File: src/rtl/alu_exec_ctrl_pkg.sv
// Shared definitions for the ALU issue/writeback slice: opcodes, FSM states,
// and a small opcode classification helper.
package alu_exec_ctrl_pkg;

  localparam int OP_W = 2;

  typedef enum logic [OP_W-1:0] {
    OP_ADD = 2'b00,
    OP_SUB = 2'b01,
    OP_AND = 2'b10,
    OP_OR  = 2'b11
  } alu_op_t;

  typedef enum logic [1:0] {
    S_IDLE  = 2'b00,
    S_FETCH = 2'b01,
    S_EXEC  = 2'b10,
    S_WB    = 2'b11
  } state_t;

  // Only add/sub can produce a signed overflow; logic ops never set V.
  function automatic logic op_is_arith(input logic [OP_W-1:0] op);
    return (op == OP_ADD) || (op == OP_SUB);
  endfunction

endpackage

File: src/rtl/alu_regfile.sv
// Architectural register file: two operand read ports, one debug read port,
// and two write ports where the writeback port overrides the external load.
module alu_regfile #(
  parameter int WIDTH  = 8,
  parameter int REGS   = 4,
  parameter int ADDR_W = 2
) (
  input  logic              clk,
  input  logic              rst_n,
  input  logic [ADDR_W-1:0] i_rs1_addr,
  output logic [WIDTH-1:0]  o_rs1_data,
  input  logic [ADDR_W-1:0] i_rs2_addr,
  output logic [WIDTH-1:0]  o_rs2_data,
  input  logic [ADDR_W-1:0] i_dbg_addr,
  output logic [WIDTH-1:0]  o_dbg_data,
  input  logic              i_wb_en,
  input  logic [ADDR_W-1:0] i_wb_addr,
  input  logic [WIDTH-1:0]  i_wb_data,
  input  logic              i_ld_en,
  input  logic [ADDR_W-1:0] i_ld_addr,
  input  logic [WIDTH-1:0]  i_ld_data
);

  logic [WIDTH-1:0] r_mem [REGS];

  assign o_rs1_data = r_mem[i_rs1_addr];
  assign o_rs2_data = r_mem[i_rs2_addr];
  assign o_dbg_data = r_mem[i_dbg_addr];

  // Per-entry write: writeback wins over a load to the same address.
  always_ff @(posedge clk or negedge rst_n) begin
    if (!rst_n) begin
      for (int i = 0; i < REGS; i++) begin
        r_mem[i] <= '0;
      end
    end else begin
      for (int i = 0; i < REGS; i++) begin
        if (i_wb_en && (i_wb_addr == ADDR_W'(i))) begin
          r_mem[i] <= i_wb_data;
        end else if (i_ld_en && (i_ld_addr == ADDR_W'(i))) begin
          r_mem[i] <= i_ld_data;
        end
      end
    end
  end

endmodule

File: src/rtl/alu_exec_ctrl.sv
// Issue/writeback controller around an external combinational ALU.
// One instruction per handshake walks IDLE -> FETCH -> EXEC -> WB; the result
// and flags become visible in WB and are written back to the register file.
module alu_exec_ctrl
  import alu_exec_ctrl_pkg::*;
#(
  parameter int WIDTH  = 8,
  parameter int REGS   = 4,
  parameter int ADDR_W = 2
) (
  input  logic              clk,
  input  logic              rst_n,
  input  logic              instr_valid,
  output logic              instr_ready,
  input  logic [1:0]        instr_op,
  input  logic [ADDR_W-1:0] instr_rd,
  input  logic [ADDR_W-1:0] instr_rs1,
  input  logic [ADDR_W-1:0] instr_rs2,
  input  logic              ld_en,
  input  logic [ADDR_W-1:0] ld_addr,
  input  logic [WIDTH-1:0]  ld_data,
  input  logic [ADDR_W-1:0] dbg_addr,
  output logic [WIDTH-1:0]  dbg_data,
  output logic [WIDTH-1:0]  alu_a,
  output logic [WIDTH-1:0]  alu_b,
  output logic [1:0]        alu_control,
  output logic              alu_enable,
  input  logic [WIDTH-1:0]  alu_dout,
  input  logic              alu_overflow,
  output logic              result_valid,
  output logic [WIDTH-1:0]  result_data,
  output logic [ADDR_W-1:0] result_rd,
  output logic              flag_z,
  output logic              flag_n,
  output logic              flag_v
);

  state_t r_state;
  state_t w_next;

  logic                    w_accept;
  logic                    w_wb_en;
  logic [WIDTH-1:0]        w_rs1_data;
  logic [WIDTH-1:0]        w_rs2_data;

  logic [1:0]              r_op_p0;
  logic [ADDR_W-1:0]       r_rd_p0;
  logic [ADDR_W-1:0]       r_rs1_p0;
  logic [ADDR_W-1:0]       r_rs2_p0;

  logic [WIDTH-1:0]        r_alu_a_p1;
  logic [WIDTH-1:0]        r_alu_b_p1;
  logic [1:0]              r_alu_ctrl_p1;
  logic [ADDR_W-1:0]       r_rd_p1;

  logic signed [WIDTH-1:0] r_res_p2;
  logic [ADDR_W-1:0]       r_rd_p2;
  logic                    r_z_p2;
  logic                    r_n_p2;
  logic                    r_v_p2;

  assign w_accept = instr_valid & instr_ready;

  // State register.
  always_ff @(posedge clk or negedge rst_n) begin
    if (!rst_n) begin
      r_state <= S_IDLE;
    end else begin
      r_state <= w_next;
    end
  end

  // Next-state logic: only IDLE waits; every other state lasts one cycle.
  always_comb begin
    w_next = r_state;
    case (r_state)
      S_IDLE:  if (w_accept) w_next = S_FETCH;
      S_FETCH: w_next = S_EXEC;
      S_EXEC:  w_next = S_WB;
      S_WB:    w_next = S_IDLE;
      default: w_next = S_IDLE;
    endcase
  end

  // State-decoded control outputs.
  always_comb begin
    instr_ready  = 1'b0;
    alu_enable   = 1'b0;
    result_valid = 1'b0;
    w_wb_en      = 1'b0;
    case (r_state)
      S_IDLE:  instr_ready = 1'b1;
      S_EXEC:  alu_enable  = 1'b1;
      S_WB: begin
        result_valid = 1'b1;
        w_wb_en      = 1'b1;
      end
      default: ;
    endcase
  end

  // Stage p0: latch the accepted instruction fields.
  always_ff @(posedge clk or negedge rst_n) begin
    if (!rst_n) begin
      r_op_p0  <= '0;
      r_rd_p0  <= '0;
      r_rs1_p0 <= '0;
      r_rs2_p0 <= '0;
    end else if (w_accept) begin
      r_op_p0  <= instr_op;
      r_rd_p0  <= instr_rd;
      r_rs1_p0 <= instr_rs1;
      r_rs2_p0 <= instr_rs2;
    end
  end

  // Stage p1: read and freeze operands for the ALU during FETCH.
  always_ff @(posedge clk or negedge rst_n) begin
    if (!rst_n) begin
      r_alu_a_p1    <= '0;
      r_alu_b_p1    <= '0;
      r_alu_ctrl_p1 <= '0;
      r_rd_p1       <= '0;
    end else if (r_state == S_FETCH) begin
      r_alu_a_p1    <= w_rs1_data;
      r_alu_b_p1    <= w_rs2_data;
      r_alu_ctrl_p1 <= r_op_p0;
      r_rd_p1       <= r_rd_p0;
    end
  end

  // Stage p2: capture ALU result and flags at the end of EXEC so they are presented in WB.
  always_ff @(posedge clk or negedge rst_n) begin
    if (!rst_n) begin
      r_res_p2 <= '0;
      r_rd_p2  <= '0;
      r_z_p2   <= 1'b0;
      r_n_p2   <= 1'b0;
      r_v_p2   <= 1'b0;
    end else if (r_state == S_EXEC) begin
      r_res_p2 <= alu_dout;
      r_rd_p2  <= r_rd_p1;
      r_z_p2   <= (alu_dout == '0);
      r_n_p2   <= alu_dout[WIDTH-1];
      r_v_p2   <= alu_overflow & op_is_arith(r_alu_ctrl_p1);
    end
  end

  assign alu_a       = r_alu_a_p1;
  assign alu_b       = r_alu_b_p1;
  assign alu_control = r_alu_ctrl_p1;
  assign result_data = r_res_p2;
  assign result_rd   = r_rd_p2;
  assign flag_z      = r_z_p2;
  assign flag_n      = r_n_p2;
  assign flag_v      = r_v_p2;

  alu_regfile #(
    .WIDTH  (WIDTH),
    .REGS   (REGS),
    .ADDR_W (ADDR_W)
  ) u_regfile (
    .clk        (clk),
    .rst_n      (rst_n),
    .i_rs1_addr (r_rs1_p0),
    .o_rs1_data (w_rs1_data),
    .i_rs2_addr (r_rs2_p0),
    .o_rs2_data (w_rs2_data),
    .i_dbg_addr (dbg_addr),
    .o_dbg_data (dbg_data),
    .i_wb_en    (w_wb_en),
    .i_wb_addr  (r_rd_p2),
    .i_wb_data  (r_res_p2),
    .i_ld_en    (ld_en),
    .i_ld_addr  (ld_addr),
    .i_ld_data  (ld_data)
  );

endmodule
File: config.mk
export PLATFORM = sky130hd
export DESIGN_NAME = alu_exec_ctrl
export DESIGN_NICKNAME = d
export VERILOG_FILES = /design/src/rtl/alu_exec_ctrl_pkg.sv /design/src/rtl/alu_regfile.sv /design/src/rtl/alu_exec_ctrl.sv
export SDC_FILE = /design/constraint.sdc
export NUM_CORES = 1
export LEC_CHECK = 0
export CORE_UTILIZATION = 56
export CTS_CLUSTER_SIZE = 30
export DETAILED_ROUTE_END_ITERATION = 10
export MAX_ROUTING_LAYER = met4
export PLACE_DENSITY = 0.85
export SLEW_MARGIN = 20
export SYNTH_ARGS = -nofsm -noshare
export SYNTH_HDL_FRONTEND = slang
export SYNTH_HIERARCHICAL = 1
export SYNTH_SLANG_ARGS = --single-unit
export TNS_END_PERCENT = 50
File: constraint.sdc
create_clock -name clk -period 4.2 [get_ports clk]
set_clock_uncertainty 0.05 [all_clocks]
set_input_delay 0.84 -clock clk [delete_from_list [all_inputs] [get_ports clk]]
set_output_delay 0.84 -clock clk [all_outputs]
set_load 0.02 [all_outputs]
Yosys cells after proc, flatten, opt, wreduce, memory -nomap -nowiden
Cells that the tools add are included.

Memories: 0. Bits in registers: 75. Output and inout bits: 42. Word-level logic and storage cells: 77. ROM bits: 0. Latch bits: 0. Bits in writable memories: 0. Input port bits: 33.

$mul: 0. Bitwise operators: 5. Reduce and logical (&&, ||, !) cells: 18. Divide/modulo/power cells: 0. Shift-type cells: 0. Magnitude comparators: 3. $add $sub $neg: 0. Equal/unequal tests: 11. Muxes and demuxes: 22.

Operators with widths (number): two-way mux 8 bit (14); binary-select mux 8 bit (select 2 bit) (3); == test 2 bit, second input constant (6); greater-or-equal comparator 3 bit, second input constant (3); NOT 2 -> 3 bit (3); == test 2 x 1 -> 1 bit, second input constant (4); logical AND 1 bit (8); zero test 2 bit (4); zero test 8 bit (1); case mux 2 bit (4 select lines) (1); nonzero test 2 bit (4); two-way mux 1 bit (3); AND 1 bit (2); two-way mux 2 bit (1); inequality test 2 bit, second input constant (1); logical OR 1 bit (1).

Logic depth before layout (Yosys ltp)
Word-level depth: 5. Gate-level depth with buffers: 6. Depth with buffers taken out: 4.

By module
Netlist, hierarchy kept.

Modules (own cells, without submodules): alu_regfile (seq. area each 800.8 µm², area an instance 2170.8 µm², instances 1, cells each 214); alu_exec_ctrl (seq. area each 1051.0 µm², area an instance 1747.9 µm², instances 1, cells each 105).

Worst setup path before layout
No wires, ideal clock.

Path type: in2out. Start: input port dbg_addr[0]. End: output port dbg_data[0]. Stages: 2. Data arrival time: 1.668 ns. Setup slack: 1.642 ns. Buffers on the path: 1. Data required time: 3.310 ns. Cells stage by stage: buf_2 > mux4_2.

Cells in the longest elaborated chain, start to end: 4.

Ends and longest elaborated chain: from (decl) (RTL line alu_exec_ctrl.sv:22) `input logic [ADDR_W-1:0] dbg_addr,`; NOT 2 -> 3 bit (implied by the code) (RTL line alu_regfile.sv:28) `assign o_dbg_data = r_mem[i_dbg_addr];`; binary-select mux 8 bit (select 2 bit) (RTL line alu_regfile.sv:28); two-way mux 8 bit (implied by the code) (2 in a row) (RTL line alu_regfile.sv:28); to (decl) (RTL line alu_exec_ctrl.sv:23) `output logic [WIDTH-1:0] dbg_data,`.

Every way passes these cells. The select of a mux whose other input is x is not followed.

Worst setup path in the final report
Start: input port dbg_addr[0]. End: output port dbg_data[7].

The elaborated chain is that of the path after synthesis.

==> impl_metrics.toml <==
[power]
irDropWorstVdd_mv = 0.432
power.total_uw = 3880
power_density_nw_per_um2 = 805
p_leak_uw = 0.00202

[sta]
finalSetupViolCount = 0
final_hold_viol_count = 0
slew_violations = 0
layout_min_cycle_time_ns = 3.49
worstMarginPinSlew_ns = 0.909
achievable-frequency_mhz = 287
rsz0062_at_grt = "no"
relSlewSlack_pct = 39.4
finalCritPeriodShare_pct = 83.1
tns_ns = 0

[floorplanning]
core_area_um2 = 6790
start_util_pct = 57.7
num_rows = 30
die_area_um2 = 7340
dieHeight_um = 85.7
die_width_um = 85.7
io_pins = 75

[logic_synthesis]
yosys_warnings = 6
synth_cell_types = 34
syn_inst = 319
synth_area_per_cell_um2 = 12.3
syn_nets = 357
syn_area_um2 = 3920
ys_ff_latch = 74
yosysSeqAreaShare_pct = 47.3

[clock_tree]
clockRootBuffer = "clkbuf_8"
post_cts_buffers = 0
cts.sinks = 74
cts_buffers = 9
holdBufCountCts = 0
cts_buffer_depth = 2
cts_tree = "done"
postCtsResizedCells = 0
htree_levels = 3
clk_latency_ns = 0.35
clk_pin_slew_worst_paths_ns = 0.08

[setup_path]
cp_max_fo = 8
worst-setup-path-type = "primary input to output pin"
arrival_ns = 2.60
critPathRequiredTime_ns = 3.31
start_kind = "primary input"
crit_path_end_kind = "output pin"

[detailed_routing]
antenna_left = 0
wl_um = 8270
vias = 2748
viasPerCell = 5.68
drt_iter0_markers = 206
drtPass1Iterations = 4
detail_route.wl_per_cell_um = 17.1
drc_errors = 0

[grt]
grt_pass1_wl_um = 13900
grt_max_degree = 46
grt_usage_pct = 25.5
grt_pass1_vias = 2718
overflow = 0
antenna_found_initial = 0

[finish]
drive_gt1_share_pct = 19.1
nets = 421
layout_common_cells = "74 x dfrtp_1, 73 x clkdlybuf4s50_1, 64 x nand2_1, 31 x nor2_1"
n_antenna_cell = 0
synthToLayoutAreaGrowth_pct = 23.0
fillers = 475
multi_input_area_um2 = 1890
seq_area_um2 = 1850
layout_commonest_cell = "dfrtp_1"

[status]
outcome = "completed"

[place]
gp_congestion = 0.862
hpwl_um = 6090
io_buffers = 74

[job]
maxCapViolations = 0

[hold_path]
hp-class = "primary input to asynchronous set/reset pin"
## per-layer routing
| layer | global-route usage, % | vias up | wire length [um] |
|---|---|---|---|
| li1 | - | 1281 | - |
| met1 | 34.4 | 1349 | 3750 |
| met2 | 40.3 | 103 | 3990 |
| met3 | 3.37 | 15 | 392 |
| met4 | 8.64 | 0 | 135 |
| met5 | - | - | 0 |
## worst paths after layout
| kind | slack, ns | cells after the start | endpoint | from |
|---|---|---|---|---|
| worst max register to register | 2.31 | 4 | u_regfile/r_mem[27] | r_state[1] |
| worst max-delay path | 0.71 | 4 | dbg_data[7] | dbg_addr[0] |
| min in group clk | 0.44 | 1 | alu_a[7] | alu_a[7] |
| max in group asynchronous | 2.85 | 2 | result_data[3] | rst_n |
| worst min-delay path | 0.44 | 1 | r_rs2_p0[0] | rst_n |
| worst min register to register | 0.44 | 1 | alu_a[7] | alu_a[7] |
## critical path, cell delays in order
cell             delay [ns]
clkdlybuf4s50_1        0.47
buf_4                  0.21
mux4_2                 0.53
clkdlybuf4s50_1        0.55
## cell usage after synthesis (all sizes together)
cell,n,area [um2]
a31oi,32,259
a32o,1,10.0
and3,1,6.26
and3b,2,17.5
buf,22,156
clkbuf,1,3.75
dfrtp,74,1850
ha,5,62.6
inv,4,15.0
mux2,39,492
mux2i,1,10.0
mux4,24,541
nand2,65,251
nand3,2,10.0
nand3b,5,37.5
nor2,33,134
nor2b,2,15.0
nor3,1,5.00
nor3b,1,12.5
nor4,1,6.26
o21ai,1,5.00
or3b,2,17.5
## kinds of logic (layout without fill, tap and decap cells)
| logic type | Yosys count | after routing | share of synthesized area, % |
|---|---|---|---|
| flip-flops | 74 | 74 | 47.3 |
| AO/OA/AOI/OAI | 34 | 34 | 6.99 |
| AND/OR/NAND/NOR | 115 | 115 | 13.1 |
| adder cells (fa/ha/maj) | 5 | 5 | 1.60 |
| multiplexers | 64 | 64 | 26.6 |
| buffers and inverters | 27 | 96 | 4.47 |
## metrics by stage
step                      hold WS [ns]  worst slack [ns]  utilization [%]  cell area, um2  std cells
after floorplan                  0.402              1.64                -            3920        319
after global placement           0.413             0.702             68.1            4630        468
after detailed placement         0.427             0.707             68.1            4630        468
after CTS                        0.445             0.697             70.9            4820        484
after global routing             0.463             0.653             71.0            4820        484
final                            0.440             0.712             71.0            4820        484
## final cells by class
class	instances	share of cell area, %
multi-input combinational	218	39.2
sequential	74	38.4
timing repair buffer	76	15.6
clock buffer	11	3.14
tap	96	2.49
clock inverter	5	0.779
inverter	4	0.311
## power breakdown
group | switching [uW] | internal, uW
sequential | 429 | 1080
combinational | 768 | 1080
clock | 269 | 249
## flip-flops by register name, indices dropped and copies added, names as in the netlist
name	cells
r_rd_p0	2
alu_control	2
flag_z	1
alu_a	8
result_data	8
r_rs2_p0	2
r_rd_p1	2
r_op_p0	2
r_rs1_p0	2
r_state	2
alu_b	8
flag_v	1
u_regfile/r_mem	32
result_rd	2
Power figures use the tool's default switching activity.
